**src/rtl/keypad_pkg.sv**
```systemverilog
// keypad_pkg: shared state encoding and constants for the keypad scan controller
package keypad_pkg;
    typedef enum logic [1:0] {SCAN, DEBOUNCE, HOLD} state_t;
    localparam int KEYCODE_W = 4;
    localparam logic [15:0] COLS_IDLE = '1;
endpackage

```
**src/rtl/keypad_sync.sv**
```systemverilog
// keypad_sync: two-flop synchronizer resetting to all-ones (idle pulled-up lines)
module keypad_sync #(
    parameter int W = 4
) (
    input  logic         Clock,
    input  logic         Reset,
    input  logic [W-1:0] d,
    output logic [W-1:0] q
);
    logic [W-1:0] meta;
    always_ff @(posedge Clock) begin
        if (Reset) {q, meta} <= '1;
        else       {q, meta} <= {meta, d};
    end
endmodule

```
**src/rtl/keypad_scan_ctrl.sv**
```systemverilog
// keypad_scan_ctrl: 4x4 keypad row scanner with press/release debounce and a valid/ack key output
module keypad_scan_ctrl
    import keypad_pkg::*;
#(
    parameter int ROWS = 4,
    parameter int COLS = 4,
    parameter int DEBOUNCE_TICKS = 3
) (
    input  logic                 Clock,
    input  logic                 Reset,
    input  logic                 ScanTick,
    input  logic [COLS-1:0]      Columns,
    output logic [ROWS-1:0]      Rows,
    output logic [KEYCODE_W-1:0] KeyCode,
    output logic                 KeyValid,
    input  logic                 Ack,
    output logic                 Busy
);
    localparam int RW = $clog2(ROWS);
    localparam int CW = $clog2(COLS);
    localparam logic [3:0] DT = 4'(DEBOUNCE_TICKS);
    state_t state, state_n;
    logic [RW-1:0] row, row_n, row_inc;
    logic [CW-1:0] col, col_n, low;
    logic [COLS-1:0] col_s, pat, pat_n;
    logic [3:0] cnt, cnt_n, rel, rel_n;
    logic [KEYCODE_W-1:0] code_n;
    logic valid_n, idle;
    keypad_sync #(.W(COLS)) u_sync (.Clock(Clock), .Reset(Reset), .d(Columns), .q(col_s));
    assign idle    = col_s == COLS_IDLE[COLS-1:0];
    assign row_inc = row == RW'(ROWS - 1) ? '0 : row + 1'b1;
    assign Rows    = ~(ROWS'(1) << row);
    assign Busy    = state != SCAN;
    // lowest closed column wins when several keys share the driven row
    always_comb begin
        low = '0;
        for (int i = COLS - 1; i >= 0; i--) low = col_s[i] ? low : CW'(i);
    end
    always_comb begin
        state_n = state;
        row_n   = row;
        col_n   = col;
        pat_n   = pat;
        cnt_n   = cnt;
        rel_n   = rel;
        code_n  = KeyCode;
        valid_n = KeyValid & ~Ack;
        if (ScanTick) begin
            case (state)
                SCAN: begin
                    row_n   = idle ? row_inc : row;
                    pat_n   = idle ? pat : col_s;
                    col_n   = idle ? col : low;
                    cnt_n   = idle ? cnt : 4'd1;
                    rel_n   = idle ? rel : 4'd0;
                    state_n = idle ? SCAN : (DT == 4'd1 ? HOLD : DEBOUNCE);
                    valid_n = valid_n | (!idle && DT == 4'd1);
                    code_n  = (!idle && DT == 4'd1) ? KEYCODE_W'(int'(row) * COLS + int'(low)) : KeyCode;
                end
                DEBOUNCE: begin
                    if (col_s != pat) begin
                        state_n = SCAN;
                        row_n   = row_inc;
                    end else if (cnt + 4'd1 == DT) begin
                        state_n = HOLD;
                        valid_n = 1'b1;
                        code_n  = KEYCODE_W'(int'(row) * COLS + int'(col));
                        rel_n   = 4'd0;
                    end else cnt_n = cnt + 4'd1;
                end
                HOLD: begin
                    rel_n = idle ? (rel == DT ? rel : rel + 4'd1) : 4'd0;
                    if (rel_n == DT && !KeyValid) begin
                        state_n = SCAN;
                        row_n   = row_inc;
                    end
                end
                default: state_n = SCAN;
            endcase
        end
    end
    always_ff @(posedge Clock) begin
        if (Reset) begin
            state    <= SCAN;
            row      <= '0;
            col      <= '0;
            pat      <= '1;
            cnt      <= '0;
            rel      <= '0;
            KeyCode  <= '0;
            KeyValid <= 1'b0;
        end else begin
            state    <= state_n;
            row      <= row_n;
            col      <= col_n;
            pat      <= pat_n;
            cnt      <= cnt_n;
            rel      <= rel_n;
            KeyCode  <= code_n;
            KeyValid <= valid_n;
        end
    end
endmodule

```
**config.mk**
```make
export PLATFORM = sky130hd
export DESIGN_NAME = keypad_scan_ctrl
export DESIGN_NICKNAME = d
export VERILOG_FILES = /design/src/rtl/keypad_pkg.sv /design/src/rtl/keypad_sync.sv /design/src/rtl/keypad_scan_ctrl.sv
export SDC_FILE = /design/constraint.sdc
export NUM_CORES = 1
export LEC_CHECK = 0
export BUFFER_PORTS_ARGS = -buffer_cell sky130_fd_sc_hd__buf_4
export CAP_MARGIN = 20
export CORE_MARGIN = 2
export CORE_UTILIZATION = 35
export DETAILED_ROUTE_END_ITERATION = 10
export GPL_TIMING_DRIVEN = 1
export PLACE_DENSITY = 0.62
export SLEW_MARGIN = 20
export SYNTH_ARGS = -nofsm -noshare
export SYNTH_HDL_FRONTEND = slang
export SYNTH_SLANG_ARGS = --single-unit
```
**constraint.sdc**
```tcl
create_clock -name Clock -period 2.7 [get_ports Clock]
set_input_delay 0.405 -clock Clock [delete_from_list [all_inputs] [get_ports Clock]]
set_output_delay 0.405 -clock Clock [all_outputs]
set_load 0.05 [all_outputs]
```
==> flow_summary.ini <==
[timing]
final_hold_viol_count = 0
setup-tns-final_ps = 0
drv_slew = 0
max_slew_margin_pct = 60.22
timing.fmax_mhz = 458.1
setup_viol = 0
rsz0062_at_grt = no
skew_ps = 3.193
post-route-period-util_pct = 80.85
period_needed_ps = 2183
worst_pin_slew_ps = 592.2

[cells_and_area]
final_common_cell = dfxtp_1
final_cell_mix = dfxtp_1 (31), buf_4 (17), nand2_1 (14), inv_1 (12), nor2_1 (12)
fillers = 443
drive_gt1_share_pct = 15.46
diodes = 0
finish.net_count = 208
syn_to_final_growth_pct = 15.20

[yosys]
ys_ff_latch = 31
synth_area_leaders = dfxtp_1 (39%), ha_1 (5.6%), nand2b_1 (4.0%)
avgSynthCellArea_um2 = 8.886
ys_seq_area_share_pct = 39.46
yosysUniqueCellTypes = 41
netlist_instances = 177
synth_async_sr_flop_share_pct = 0
synth-edff-count = 0
yosys_warnings = 0
syn_nets = 192
ys.flop_type = dfxtp_1
syn-cell-area_mm2 = 0.001573
synth_top_area_share_pct = 39.46
netlist.top_cell.by_area = dfxtp_1

[placed_design]
dpl.hpwl_um = 1997
place_congestion = 0.8446
io_buffers = 17

[power]
ir_drop_uv = 405.7
p_leak_nw = 0.7535
p_per_area_mw_per_mm2 = 548.3
power.total_w = 0.0009934

[clocking]
clock_sinks = 31
clock_latency_ps = 280
cts_root_buf = clkbuf_8
h-tree-depth = 2
cts_setup_buffers = 0
clk_pin_slew_ps = 70
cts_tree = built
postCtsHoldBufs = 0
cts.path.max_buffers = 2
post_cts_resized = 0
cts_buffers = 5

[critical_path]
cp_data_required_time_ps = 2880
crit_chain = ha_1 -> nor3b_1 -> mux2i_1 -> nand4_1 -> a21oi_1 -> mux2_1
cp_slowest_cell = dfxtp_1
cp-start-kind = register
cp_data_arrival_time_ps = 2360
slowest_delay_ps = 430
worst-r2r-cell-count = 6
cp_top_family = multiplexers
crit_type = reg2reg
worstSetupPathDepth = 6
worst_setup_path_end_kind = register
crit_path_max_fanout = 7
path_buf_inv = 0

[die]
io_pins = 18
fp.dieW_um = 71.04
chipHeight_um = 71.04
core-area_mm2 = 0.004354
dieArea_mm2 = 0.005046
start_util_pct = 36.12
rows = 24

[detailed_routing]
drtIter0Drc = 67
routedWlPerCell_um = 11.60
viasPerCell = 4.992
drc = 0
drtAntennaViolNets = 0
first_pass_iters = 4
finalWirelength_um = 2853
vias = 1228

[global_routing]
grt_pass1_vias = 1135
grt_max_degree = 37
antenna_found_initial = 0
groute.usage.overall_pct = 12.64
grt-ovfl-total = 0
grt_pass1_wl_um = 5043

[min_path]
min_path_cells = 2
hold_path.class = in2reg

[run]
max_cap_viol_count = 0

[outcome]
status = finished clean
-- power by group --
group | switching [W] | leakage [nW] | internal, W
Clock | 0.000181 | 0.0412 | 0.000180
Combinational | 0.0000846 | 0.459 | 0.0000553
Sequential | 0.0000173 | 0.253 | 0.000475
-- path summary, 6_finish.rpt --
kind	startpoint	to	slack, ps
worst max-delay path	rel[0]	row[0]	520
worst min-delay path	Columns[1]	u_sync.meta[1]	290
worst max register to register	rel[0]	row[0]	520
worst min register to register	u_sync.meta[2]	u_sync.q[2]	400
-- synthesized netlist by cell type, types with 2 or more instances --
master	n
or2_2	2
nand3b_1	6
nand2_1	14
ha_1	7
a31oi_1	2
inv_1	12
or3_1	2
a21oi_1	9
nand4_1	2
clkbuf_1	6
o22ai_1	2
nor2_1	12
a211o_1	2
a211oi_1	2
o32ai_1	2
a21o_1	3
xnor2_1	4
nor3_1	5
mux2i_1	6
or2_1	8
o21ai_0	3
nand2b_1	10
mux2_1	2
a22oi_1	2
nand3_1	5
dfxtp_1	31
and4_1	2
-- routing by layer --
layer	vias to the layer above	share of wire, %	global-route usage, %
met5	-	0	0
met4	0	1.9	5.031
met3	5	5.1	4.986
met2	21	43	19.94
met1	562	50	15.48
li1	640	-	-
-- cell families (layout without fill, tap and decap cells) --
kind of cell             after synthesis  count (layout)  share of synthesized area (%)
multiplexers                           8               8                          5.251
flip-flops                            31              31                          39.46
AND/OR/NAND/NOR                       74              74                          27.37
adder cells (fa/ha/maj)                7               7                          5.569
buffers and inverters                 20              37                          5.329
AO/OA/AOI/OAI                         32              32                          14.24
XOR/XNOR                               5               5                          2.784
-- state kept, by name, summed over array words and instances, names as in the netlist --
signal       count
KeyCode          4
cnt              4
state            2
pat              4
KeyValid         1
u_sync.meta      4
rel              4
row              2
u_sync.q         4
col              2
-- through the flow --
step                      hold slack, ps  utilization [%]  setup slack, ps  cell area (um^2)  instances
after floorplan                    383.2                -            734.8              1573        177
after global placement             385.4            39.66            636.8              1727        238
after detailed placement           390.0            39.66            520.8              1727        238
after CTS                          288.9            41.61            517.9              1812        246
after global routing               284.9            41.61            298.0              1812        246
final                              293.9            41.61            517.2              1812        246
-- area by class of cell --
class	count	area, um^2	share of cell area, %
Sequential cell	31	620.6	34.25
Clock buffer	6	72.57	4.006
Tap cell	52	65.06	3.591
Inverter	12	45.04	2.486
Timing Repair Buffer	17	127.6	7.044
Clock inverter	2	12.51	0.6906
Multi-Input combinational cell	126	868.3	47.93
Power figures use the tool's default switching activity.
